$ cat src/rtl/cc_xor_arbiter.sv
// ---------------------------------------------------------------------------
// cc_xor_arbiter
//
// Two requesters share one bitwise-XOR datapath. A four-state FSM grants the
// datapath to one requester at a time. On a tie, the requester that was not
// served last wins. The granted operands are latched, so the result does not
// depend on what the requester drives after the grant.
//
// Ports
//   cc_xor_arbiter_CLOCK_50      : clock, rising edge
//   cc_xor_arbiter_RESET_InLow   : asynchronous active-low reset
//   cc_xor_arbiter_req0_In/req1_In : operation requests
//   cc_xor_arbiter_a0_In/b0_In   : requester 0 operands (DATAWIDTH)
//   cc_xor_arbiter_a1_In/b1_In   : requester 1 operands (DATAWIDTH)
//   cc_xor_arbiter_ack0_Out/ack1_Out : one-cycle completion pulses
//   cc_xor_arbiter_z_Out         : result of the last completed operation
//   cc_xor_arbiter_busy_Out      : high whenever the FSM is not idle
//   cc_xor_arbiter_owner_Out     : current or most recent datapath owner
//   cc_xor_arbiter_count_Out     : completed-operation counter (wraps)
//
// Timing: a request sampled in IDLE at edge N is acknowledged after edge N+2.
// The earliest next grant is at edge N+4.
// ---------------------------------------------------------------------------
module cc_xor_arbiter #(
   parameter int DATAWIDTH = 8,
   parameter int CNTWIDTH  = 8
) (
   input  logic                 cc_xor_arbiter_CLOCK_50,
   input  logic                 cc_xor_arbiter_RESET_InLow,
   input  logic                 cc_xor_arbiter_req0_In,
   input  logic [DATAWIDTH-1:0] cc_xor_arbiter_a0_In,
   input  logic [DATAWIDTH-1:0] cc_xor_arbiter_b0_In,
   input  logic                 cc_xor_arbiter_req1_In,
   input  logic [DATAWIDTH-1:0] cc_xor_arbiter_a1_In,
   input  logic [DATAWIDTH-1:0] cc_xor_arbiter_b1_In,
   output logic                 cc_xor_arbiter_ack0_Out,
   output logic                 cc_xor_arbiter_ack1_Out,
   output logic [DATAWIDTH-1:0] cc_xor_arbiter_z_Out,
   output logic                 cc_xor_arbiter_busy_Out,
   output logic                 cc_xor_arbiter_owner_Out,
   output logic [CNTWIDTH-1:0]  cc_xor_arbiter_count_Out
);

   typedef enum logic [1:0] {
      IDLE    = 2'd0,
      EXEC    = 2'd1,
      RESP    = 2'd2,
      RELEASE = 2'd3
   } state_t;

   state_t                state_q;
   logic [DATAWIDTH-1:0]  opa_q;
   logic [DATAWIDTH-1:0]  opb_q;
   logic [DATAWIDTH-1:0]  z_q;
   logic                  owner_q;
   logic                  last_q;
   logic                  ack0_q;
   logic                  ack1_q;
   logic [CNTWIDTH-1:0]   count_q;

   logic                  grant_valid_d;
   logic                  grant_idx_d;
   logic [DATAWIDTH-1:0]  opa_d;
   logic [DATAWIDTH-1:0]  opb_d;
   logic                  owner_req_d;
   logic [DATAWIDTH-1:0]  xor_res_d;

   // Grant selection. On a tie, the requester that was not served last wins.
   always_comb begin
      grant_valid_d = cc_xor_arbiter_req0_In | cc_xor_arbiter_req1_In;
      if (cc_xor_arbiter_req0_In && cc_xor_arbiter_req1_In) begin
         grant_idx_d = ~last_q;
      end else begin
         grant_idx_d = cc_xor_arbiter_req1_In;
      end
      opa_d       = grant_idx_d ? cc_xor_arbiter_a1_In : cc_xor_arbiter_a0_In;
      opb_d       = grant_idx_d ? cc_xor_arbiter_b1_In : cc_xor_arbiter_b0_In;
      owner_req_d = owner_q ? cc_xor_arbiter_req1_In : cc_xor_arbiter_req0_In;
      xor_res_d   = opa_q ^ opb_q;
   end

   always_ff @(posedge cc_xor_arbiter_CLOCK_50 or negedge cc_xor_arbiter_RESET_InLow) begin
      if (!cc_xor_arbiter_RESET_InLow) begin
         state_q <= IDLE;
         opa_q   <= '0;
         opb_q   <= '0;
         z_q     <= '0;
         owner_q <= 1'b0;
         last_q  <= 1'b1;   // requester 0 wins the first tie
         ack0_q  <= 1'b0;
         ack1_q  <= 1'b0;
         count_q <= '0;
      end else begin
         // The acks are single-cycle pulses. Only RESP raises them.
         ack0_q <= 1'b0;
         ack1_q <= 1'b0;
         case (state_q)
            IDLE: begin
               if (grant_valid_d) begin
                  opa_q   <= opa_d;
                  opb_q   <= opb_d;
                  owner_q <= grant_idx_d;
                  state_q <= EXEC;
               end
            end
            EXEC: begin
               z_q     <= xor_res_d;
               state_q <= RESP;
            end
            RESP: begin
               if (owner_q) begin
                  ack1_q <= 1'b1;
               end else begin
                  ack0_q <= 1'b1;
               end
               count_q <= count_q + CNTWIDTH'(1);
               state_q <= RELEASE;
            end
            RELEASE: begin
               // Hold the datapath until the owner withdraws its request.
               // This stops a held request from being served twice.
               if (!owner_req_d) begin
                  last_q  <= owner_q;
                  state_q <= IDLE;
               end
            end
            default: state_q <= IDLE;
         endcase
      end
   end

   assign cc_xor_arbiter_ack0_Out  = ack0_q;
   assign cc_xor_arbiter_ack1_Out  = ack1_q;
   assign cc_xor_arbiter_z_Out     = z_q;
   assign cc_xor_arbiter_busy_Out  = (state_q != IDLE);
   assign cc_xor_arbiter_owner_Out = owner_q;
   assign cc_xor_arbiter_count_Out = count_q;

endmodule

$ cat config.mk
export PLATFORM = sky130hd
export DESIGN_NAME = cc_xor_arbiter
export DESIGN_NICKNAME = d
export VERILOG_FILES = /design/src/rtl/cc_xor_arbiter.sv
export SDC_FILE = /design/constraint.sdc
export NUM_CORES = 1
export LEC_CHECK = 0
export CAP_MARGIN = 10
export CORE_MARGIN = 2
export CORE_UTILIZATION = 30
export CTS_BUF_LIST = sky130_fd_sc_hd__clkbuf_8
export DETAILED_ROUTE_END_ITERATION = 6
export PLACE_DENSITY = 0.68
export SLEW_MARGIN = 20
export SYNTH_ARGS = -nofsm -noshare
export SYNTH_HDL_FRONTEND = slang
export SYNTH_SLANG_ARGS = --single-unit
$ cat constraint.sdc
create_clock -name cc_xor_arbiter_CLOCK_50 -period 2.37 [get_ports cc_xor_arbiter_CLOCK_50]
set_input_delay 0.237 -clock cc_xor_arbiter_CLOCK_50 [delete_from_list [all_inputs] [get_ports cc_xor_arbiter_CLOCK_50]]
set_output_delay 0.237 -clock cc_xor_arbiter_CLOCK_50 [all_outputs]
set_load 0.01 [all_outputs]
# Word-level counts from Yosys, hierarchy flattened
# Cells that the tools add are included.
[totals]
wordCells = 36
out_inout_bits = 20
reg_bits = 38
[classes]
n_eq_ne = 5
bitwise = 4
addsub = 1
muxes = 11
n_reduce_logical = 6
[op_table]
columns = ["operator", "count"]
rows = [
  ["2-to-1 mux 8 bit", 2],
  ["adder 8 x 1 -> 8 bit, second input constant", 1],
  ["case mux 2 bit (4 select lines)", 1],
  ["XOR 8 bit", 1],
  ["2-to-1 mux 1 bit", 6],
  ["AND reduction 2 bit", 3],
  ["== test 2 bit, second input constant", 2],
  ["2-to-1 mux 2 bit", 2],
  ["inequality test 2 bit, second input constant", 2],
  ["== test 2 x 1 -> 1 bit, second input constant", 1],
  ["zero test 2 bit", 1],
  ["inverter 1 bit", 2],
  ["nonzero test 2 bit", 1],
  ["logical AND 1 bit", 1],
  ["OR 1 bit", 1],
]

# Logic depth before layout (Yosys ltp)
# Gate-level depths: netlist of the first run.
[depth]
word_depth = 3
mapped_depth = 6
depth_no_buf = 5

# Least setup slack after synthesis of the first run
# OpenSTA, ideal clock, no wires.
[synth_timing]
path_kind = "flip-flop to flip-flop"
startpoint = "reg owner_q, in the netlist cc_xor_arbiter_owner_Out"
endpoint = "reg state_q[1]"
path_stages_with_launch = 4
arrival_time_ns = 1.276
synth_period_minus_slack_ns = 1.400
required_ns = 2.245
setup_slack_ns = 0.970
path_buffers = 0
path_cell_list = "dfrtp_1 mux2_2 a22oi_2 mux2_2"
[synth_via]
elab_chain_cells = 3
[synth_rtl]
columns = ["item", "line", "rtl"]
rows = [
  ["start: declaration", "55", "logic owner_q;"],
  ["start signal: assignment", "102", "owner_q <= grant_idx_d;"],
  ["2-to-1 mux 1 bit", "78", "owner_req_d = owner_q ? cc_xor_arbiter_req1_In : cc_xor_arbiter_req0_In;"],
  ["inequality test 2 bit (no source line)", "-", ""],
  ["AND reduction 2 bit (no source line)", "-", ""],
  ["end signal: assignment", "84", "state_q <= IDLE;"],
  ["end signal: assignment", "103", "state_q <= EXEC;"],
  ["end signal: assignment", "108", "state_q <= RESP;"],
  ["end: declaration", "51", "state_t state_q;"],
]
# No other way between the ends.
# A chain may end at the register's enable or synchronous reset.

# Worst setup path after layout of the first run
[layout_timing]
startpoint = "reg state_q[0]"
endpoint = "out cc_xor_arbiter_busy_Out"
[layout_via]
elab_chain_cells = 1
[layout_rtl]
columns = ["item", "line", "rtl"]
rows = [
  ["nonzero test 2 bit", "135", "assign cc_xor_arbiter_busy_Out = (state_q != IDLE);"],
  ["end: declaration", "39", "output logic cc_xor_arbiter_busy_Out,"],
]
# No other way between the ends.

==> results.sh, run 1 <==
export IMPL_worst_path_most_repeated_cell="inv_1"
export IMPL_grt_ovfl_total=0
export IMPL_fin_tns_setup_ns=0
export IMPL_p_leak_nw=1.09
export IMPL_crit_fanout=4
export IMPL_htreeDepth=2
export IMPL_wl_mm=3.52
export IMPL_core_um2=5570
export IMPL_start_util=0.315
export IMPL_postRouteAntennaNets=0
export IMPL_reg2reg_to="state_q[1]"
export IMPL_ys_warn_count=0
export IMPL_grt_pass1_vias=1140
export IMPL_synth_top_area_cell="dfrtp_1"
export IMPL_drc_errors=0
export IMPL_drive_above_1_share=0.0734
export IMPL_wire_per_inst_um=12.1
export IMPL_crit_path_start_kind="flop"
export IMPL_placedCellCount=282
export IMPL_cts_setup_buffers=0
export IMPL_synthArstFlopShare=1.00
export IMPL_critPathLaunch="state_q[0]"
export IMPL_hold_path_class="input pin to async pin"
export IMPL_clockBufferDepth=2
export IMPL_synth_cell_area_um2=1760
export IMPL_firstDrtPassIters=4
export IMPL_die_w_um=80.5
export IMPL_place_congestion=0.765
export IMPL_r2r_setup_slack_ns=0.90
export IMPL_fp_dieH_um=80.5
export IMPL_first_iter_violations=53
export IMPL_pre_cts_ws_ns=0.628
export IMPL_ios=56
export IMPL_slowest_delay_ns=0.54
export IMPL_synth_seq_cells=38
export IMPL_grt_max_degree=39
export IMPL_cts_resized=0
export IMPL_place_hpwl_mm=2.62
export IMPL_whs_ns=0.0462
export IMPL_timing_rr_start="cc_xor_arbiter_owner_Out"
export IMPL_max_freq_mhz=526
export IMPL_slew_violations=0
export IMPL_avgSynthCellArea_um2=10.9
export IMPL_rr_worst_depth=3
export IMPL_setup_viol_count_final=0
export IMPL_ir_worst_vdd_mv=0.594
export IMPL_clkTransAtPathRegs_ns=0.07
export IMPL_grt_usage=0.110
export IMPL_yosysMostFrequentCell="dfrtp_1"
export IMPL_grt_pass1_wl_mm=5.38
export IMPL_n_fill_cell=554
export IMPL_syn_num_nets=202
export IMPL_period_share=0.802
export IMPL_synth_common_cells="dfrtp_1, nand2_1, mux2i_1"
export IMPL_port_buffers=55
export IMPL_synth_edff_count=0
export IMPL_tightest_slew_ns=0.827
export IMPL_hold_buffers=0
export IMPL_grt_antenna_before_repair=0
export IMPL_crit_required_ns=2.13
export IMPL_syn2layout_area_growth_pct=39.1
export IMPL_slew_headroom=0.449
export IMPL_diodes=0
export IMPL_drv_cap=0
export IMPL_yosysSeqAreaShare=0.542
export IMPL_cp_arrival_ns=1.66
export IMPL_cts_tree="yes"
export IMPL_ys_types=25
export IMPL_slowest_stage="clkdlybuf4s50_1"
export IMPL_fin_skew_ns=0.00369
export IMPL_vias=1255
export IMPL_cts_sinks=38
export IMPL_layout_min_cycle_time_ns=1.90
export IMPL_cts_buffers_inserted=5
export IMPL_setup_slack_ns=0.468
export IMPL_rows=27
export IMPL_multi_input_area_um2=734
export IMPL_status="completed"
export IMPL_critical_path_class="flop to output pin"
export IMPL_cts_root_buf="clkbuf_8"
export IMPL_final_cells=290
export IMPL_critPathCaptureType="output pin"
export IMPL_insertion_delay_ns=0.28
export IMPL_path_cells="inv_1 -> ha_1 -> inv_1 -> clkdlybuf4s50_1"
export IMPL_syn_inst=161
export IMPL_nNetsFinal=258
export IMPL_ff_latch_area_um2=952
export IMPL_vias_per_cell=4.33
export IMPL_powerDensity_nw_per_um2=1180
export IMPL_yosys_most_used_dff="dfrtp_1"
export IMPL_synth_top_area_share=0.527
export IMPL_rsz0062_at_grt="false"
export IMPL_hold_violations=0
export IMPL_die_area_um2=6480
export IMPL_synthTopCellsByArea="dfrtp_1, mux2i_1, xnor2_1"
sequential cells by signal, summed over array words and instances, names as in the netlist:
| name | flops |
|---|---|
| cc_xor_arbiter_count_Out | 8 |
| cc_xor_arbiter_ack1_Out | 1 |
| last_q | 1 |
| cc_xor_arbiter_owner_Out | 1 |
| opb_q | 8 |
| cc_xor_arbiter_ack0_Out | 1 |
| state_q | 2 |
| opa_q | 8 |
| cc_xor_arbiter_z_Out | 8 |
final cells by class:
| type | count | area share |
|---|---|---|
| repair buffers | 57 | 0.229 |
| flip-flops and latches | 38 | 0.390 |
| inverters | 4 | 0.00614 |
| clock inverters | 2 | 0.00358 |
| well taps | 72 | 0.0369 |
| clock buffers | 6 | 0.0338 |
| multi-input cells | 111 | 0.301 |
critical path, delay by kind of cell (launching register included):
kind / cells / cell delay, ns
buf+inv: 3 / 0.71
fa+ha+maj: 1 / 0.27
flops: 1 / 0.40
cell usage in the layout, fill, tap and decap left out, types with 3 or more instances in the layout:
| master | count |
|---|---|
| nand2_1 | 22 |
| a21oi_1 | 10 |
| xnor2_1 | 13 |
| o21ai_0 | 8 |
| o21ai_1 | 9 |
| clkbuf_8 | 6 |
| ha_1 | 5 |
| mux2i_1 | 16 |
| inv_1 | 5 |
| clkdlybuf4s50_1 | 54 |
| dfrtp_1 | 37 |
| nor2_1 | 12 |
| mux2_2 | 3 |
cell families after synthesis:
family / count (synthesis) / share of synthesized area
DFF: 38 / 0.542
buffers and inverters: 12 / 0.0420
muxes: 19 / 0.110
and+or+nand+nor: 41 / 0.0976
AOI/OAI and AO/OA: 31 / 0.0976
xor gates and xnor gates: 15 / 0.0748
adders and majority gates: 5 / 0.0356
per-layer routing:
metal / up-vias / global-route usage / routed length, um
li1: 650 / - / -
met2: 36 / 0.157 / 1580
met1: 563 / 0.151 / 1660
met5: - / 0 / 0
met3: 6 / 0.0393 / 221
met4: 0 / 0.0407 / 50
metrics by stage:
step	util	power (W)	cell area, um2
finish	0.438	0.00288	2440
global route	0.438	0.00311	2440
CTS	0.438	0.00291	2440
detailed placement	0.422	0.00246	2350
global placement	0.422	0.00242	2350
floorplan	-	0.00194	1760
worst max path at each step:
stage / slack [ns] / to
after floorplan: 0.97 / state_q[1]
after global placement: 0.68 / opa_q[0]
after detailed placement: 0.63 / opa_q[0]
after CTS: 0.45 / cc_xor_arbiter_busy_Out
after global routing: 0.36 / cc_xor_arbiter_busy_Out
final: 0.47 / cc_xor_arbiter_busy_Out
power by group:
group | switching, W | leakage [nW] | internal (W)
clock network | 0.000214 | 0.0524 | 0.000230
logic | 0.000564 | 0.571 | 0.000681
registers | 0.000226 | 0.463 | 0.000960
No activity file was read; power rests on OpenSTA's default activity.
==> run 2: changes to the inputs <==
--- a/config.mk
+++ b/config.mk
@@ -10,7 +10,7 @@
 export CORE_UTILIZATION = 30
 export CTS_BUF_LIST = sky130_fd_sc_hd__clkbuf_8
 export DETAILED_ROUTE_END_ITERATION = 6
-export PLACE_DENSITY = 0.68
+export PLACE_DENSITY = 0.7
 export SLEW_MARGIN = 20
 export SYNTH_ARGS = -nofsm -noshare
 export SYNTH_HDL_FRONTEND = slang
==> constraint.sdc (replaced) <==
create_clock -name cc_xor_arbiter_CLOCK_50 -period 1.55 [get_ports cc_xor_arbiter_CLOCK_50]
set_input_delay 0.155 -clock cc_xor_arbiter_CLOCK_50 [delete_from_list [all_inputs] [get_ports cc_xor_arbiter_CLOCK_50]]
set_output_delay 0.155 -clock cc_xor_arbiter_CLOCK_50 [all_outputs]
set_load 0.01 [all_outputs]
==> run 2 against run 1 <==
Compared with the run above:
- via count increased by 2.5%
- critical path depth is 2 lower
- register-to-register slack got worse by 0.78 ns
- wire length increased by 0.23%
- utilization grew 1.8 points
- clock power rose by 59%
- sequential power rose by 50%
- combinational power is 69% higher
==> results.sh, run 2 (same netlist as run 1, synthesis figures left out) <==
export IMPL_status="completed"
export IMPL_layout_min_cycle_time_ns=1.49
export IMPL_crit_required_ns=1.39
export IMPL_ff_latch_area_um2=952
export IMPL_place_area_um2=2420
export IMPL_grt_pass1_wl_mm=5.61
export IMPL_clkTransAtPathRegs_ns=0.08
export IMPL_slowest_stage="clkdlybuf4s50_1"
export IMPL_setup_viol_count_final=0
export IMPL_rows=27
export IMPL_vias=1287
export IMPL_max_freq_mhz=670
export IMPL_vias_per_cell=4.32
export IMPL_wire_per_inst_um=11.8
export IMPL_period_share=0.963
export IMPL_powerDensity_nw_per_um2=1800
export IMPL_multi_input_area_um2=747
export IMPL_grt_ovfl_total=0
export IMPL_crit_fanout=5
export IMPL_stdcell_area_um2=2550
export IMPL_fin_tns_setup_ns=0
export IMPL_power_switching_w=0.00159
export IMPL_diodes=0
export IMPL_path_cells="buf_4 -> clkdlybuf4s50_1"
export IMPL_die_area_um2=6480
export IMPL_drv_cap=0
export IMPL_tightest_slew_ns=0.528
export IMPL_p_leak_nw=1.13
export IMPL_grt_pass1_vias=1175
export IMPL_wl_mm=3.52
export IMPL_layout_commonest_cell="clkdlybuf4s50_1"
export IMPL_hold_path_class="input pin to async pin"
export IMPL_fp_dieH_um=80.5
export IMPL_pre_cts_ws_ns=-0.0378
export IMPL_ir_worst_vdd_mv=0.854
export IMPL_core_um2=5570
export IMPL_whs_ns=0.244
export IMPL_critPathCaptureType="output pin"
export IMPL_slew_headroom=0.648
export IMPL_fin_skew_ns=0.00875
export IMPL_r2r_setup_slack_ns=0.12
export IMPL_power_frac_seq=0.391
export IMPL_drive_above_1_share=0.111
export IMPL_place_hpwl_mm=2.69
export IMPL_grt_max_degree=34
export IMPL_crit_path_start_kind="flop"
export IMPL_place_congestion=0.790
export IMPL_slowest_delay_ns=0.53
export IMPL_nNetsFinal=266
export IMPL_n_fill_cell=542
export IMPL_critical_path_class="flop to output pin"
export IMPL_cp_arrival_ns=1.34
export IMPL_grt_antenna_before_repair=0
export IMPL_insertion_delay_ns=0.29
export IMPL_port_buffers=55
export IMPL_cts_tree="yes"
export IMPL_switching_share=0.347
export IMPL_cts_buffers_inserted=5
export IMPL_clockBufferDepth=2
export IMPL_final_cell_mix="clkdlybuf4s50_1, dfrtp_1, nand2_1"
export IMPL_start_util=0.315
export IMPL_ios=56
export IMPL_drc_errors=0
export IMPL_combinationalPowerShare=0.455
export IMPL_postRouteAntennaNets=0
export IMPL_htreeDepth=2
export IMPL_slew_violations=0
export IMPL_setup_slack_ns=0.0573
export IMPL_grt_usage=0.114
export IMPL_p_int_w=0.00299
export IMPL_hold_violations=0
export IMPL_first_iter_violations=69
export IMPL_die_w_um=80.5
export IMPL_cts_sinks=38
export IMPL_syn2layout_area_growth_pct=44.9
export IMPL_total_power_w=0.00458
export IMPL_clkPwrFrac=0.154
export IMPL_cts_root_buf="clkbuf_8"
export IMPL_firstDrtPassIters=4
export IMPL_rsz0062_at_grt="false"
## run 2: routing by layer
metal,vias to the layer above,GRT usage,share of wire
li1,664,-,-
met3,7,0.0348,0.058
met5,-,0,0
met2,35,0.151,0.43
met1,581,0.169,0.50
met4,0,0.0508,0.017
## run 2: area by class of cell
type	instances	share of cell area
tap	72	0.0354
clock inverter	2	0.00491
timing repair buffer	65	0.254
inverter	4	0.00590
multi-input combinational	111	0.293
clock buffer	6	0.0324
sequential	38	0.374
## run 2: through the flow
step,util,instances
3_3_place_gp,0.435,288
5_1_grt,0.457,298
4_1_cts,0.455,298
3_5_place_dp,0.435,288
6_report,0.457,298
2_1_floorplan,-,161
## run 2: power by group through the flow
stage	Sequential (W)	Combinational [W]	Clock (W)
floorplan	0.00187	0.00109	0
global route	0.00186	0.00233	0.000771
CTS	0.00180	0.00208	0.000728
finish	0.00179	0.00209	0.000704
global placement	0.00180	0.00202	0
detailed placement	0.00183	0.00205	0
## run 2: repair_timing
| action | 4_1_cts | 5_1_grt |
|---|---|---|
| pin swaps | 0 | 0 |
| endpoints found under the hold margin | 9 | 0 |
| setup endpoints to repair | 1 | 1 |
| setup buffers | 1 | 0 |
| resized for setup | 2 | 1 |
| hold buffers | 1 | 0 |
## run 2: path summary, 6_finish.rpt
check | startpoint | end | cells after the start
setup / recovery | cc_xor_arbiter_owner_Out | cc_xor_arbiter_owner_Out | 2
hold / removal | cc_xor_arbiter_RESET_InLow | cc_xor_arbiter_count_Out[4] | 2
setup reg to reg | state_q[0] | state_q[1] | 4
hold reg to reg | cc_xor_arbiter_count_Out[7] | cc_xor_arbiter_count_Out[7] | 1
max in group asynchronous | cc_xor_arbiter_RESET_InLow | last_q | 3
min in group cc_xor_arbiter_CLOCK_50 | cc_xor_arbiter_a1_In[0] | opa_q[0] | 3
## run 2: critical path, delay by kind of cell (launching register included)
| kind | cells | cell delay (ns) |
|---|---|---|
| buffers and inverters | 2 | 0.68 |
| DFF | 1 | 0.37 |
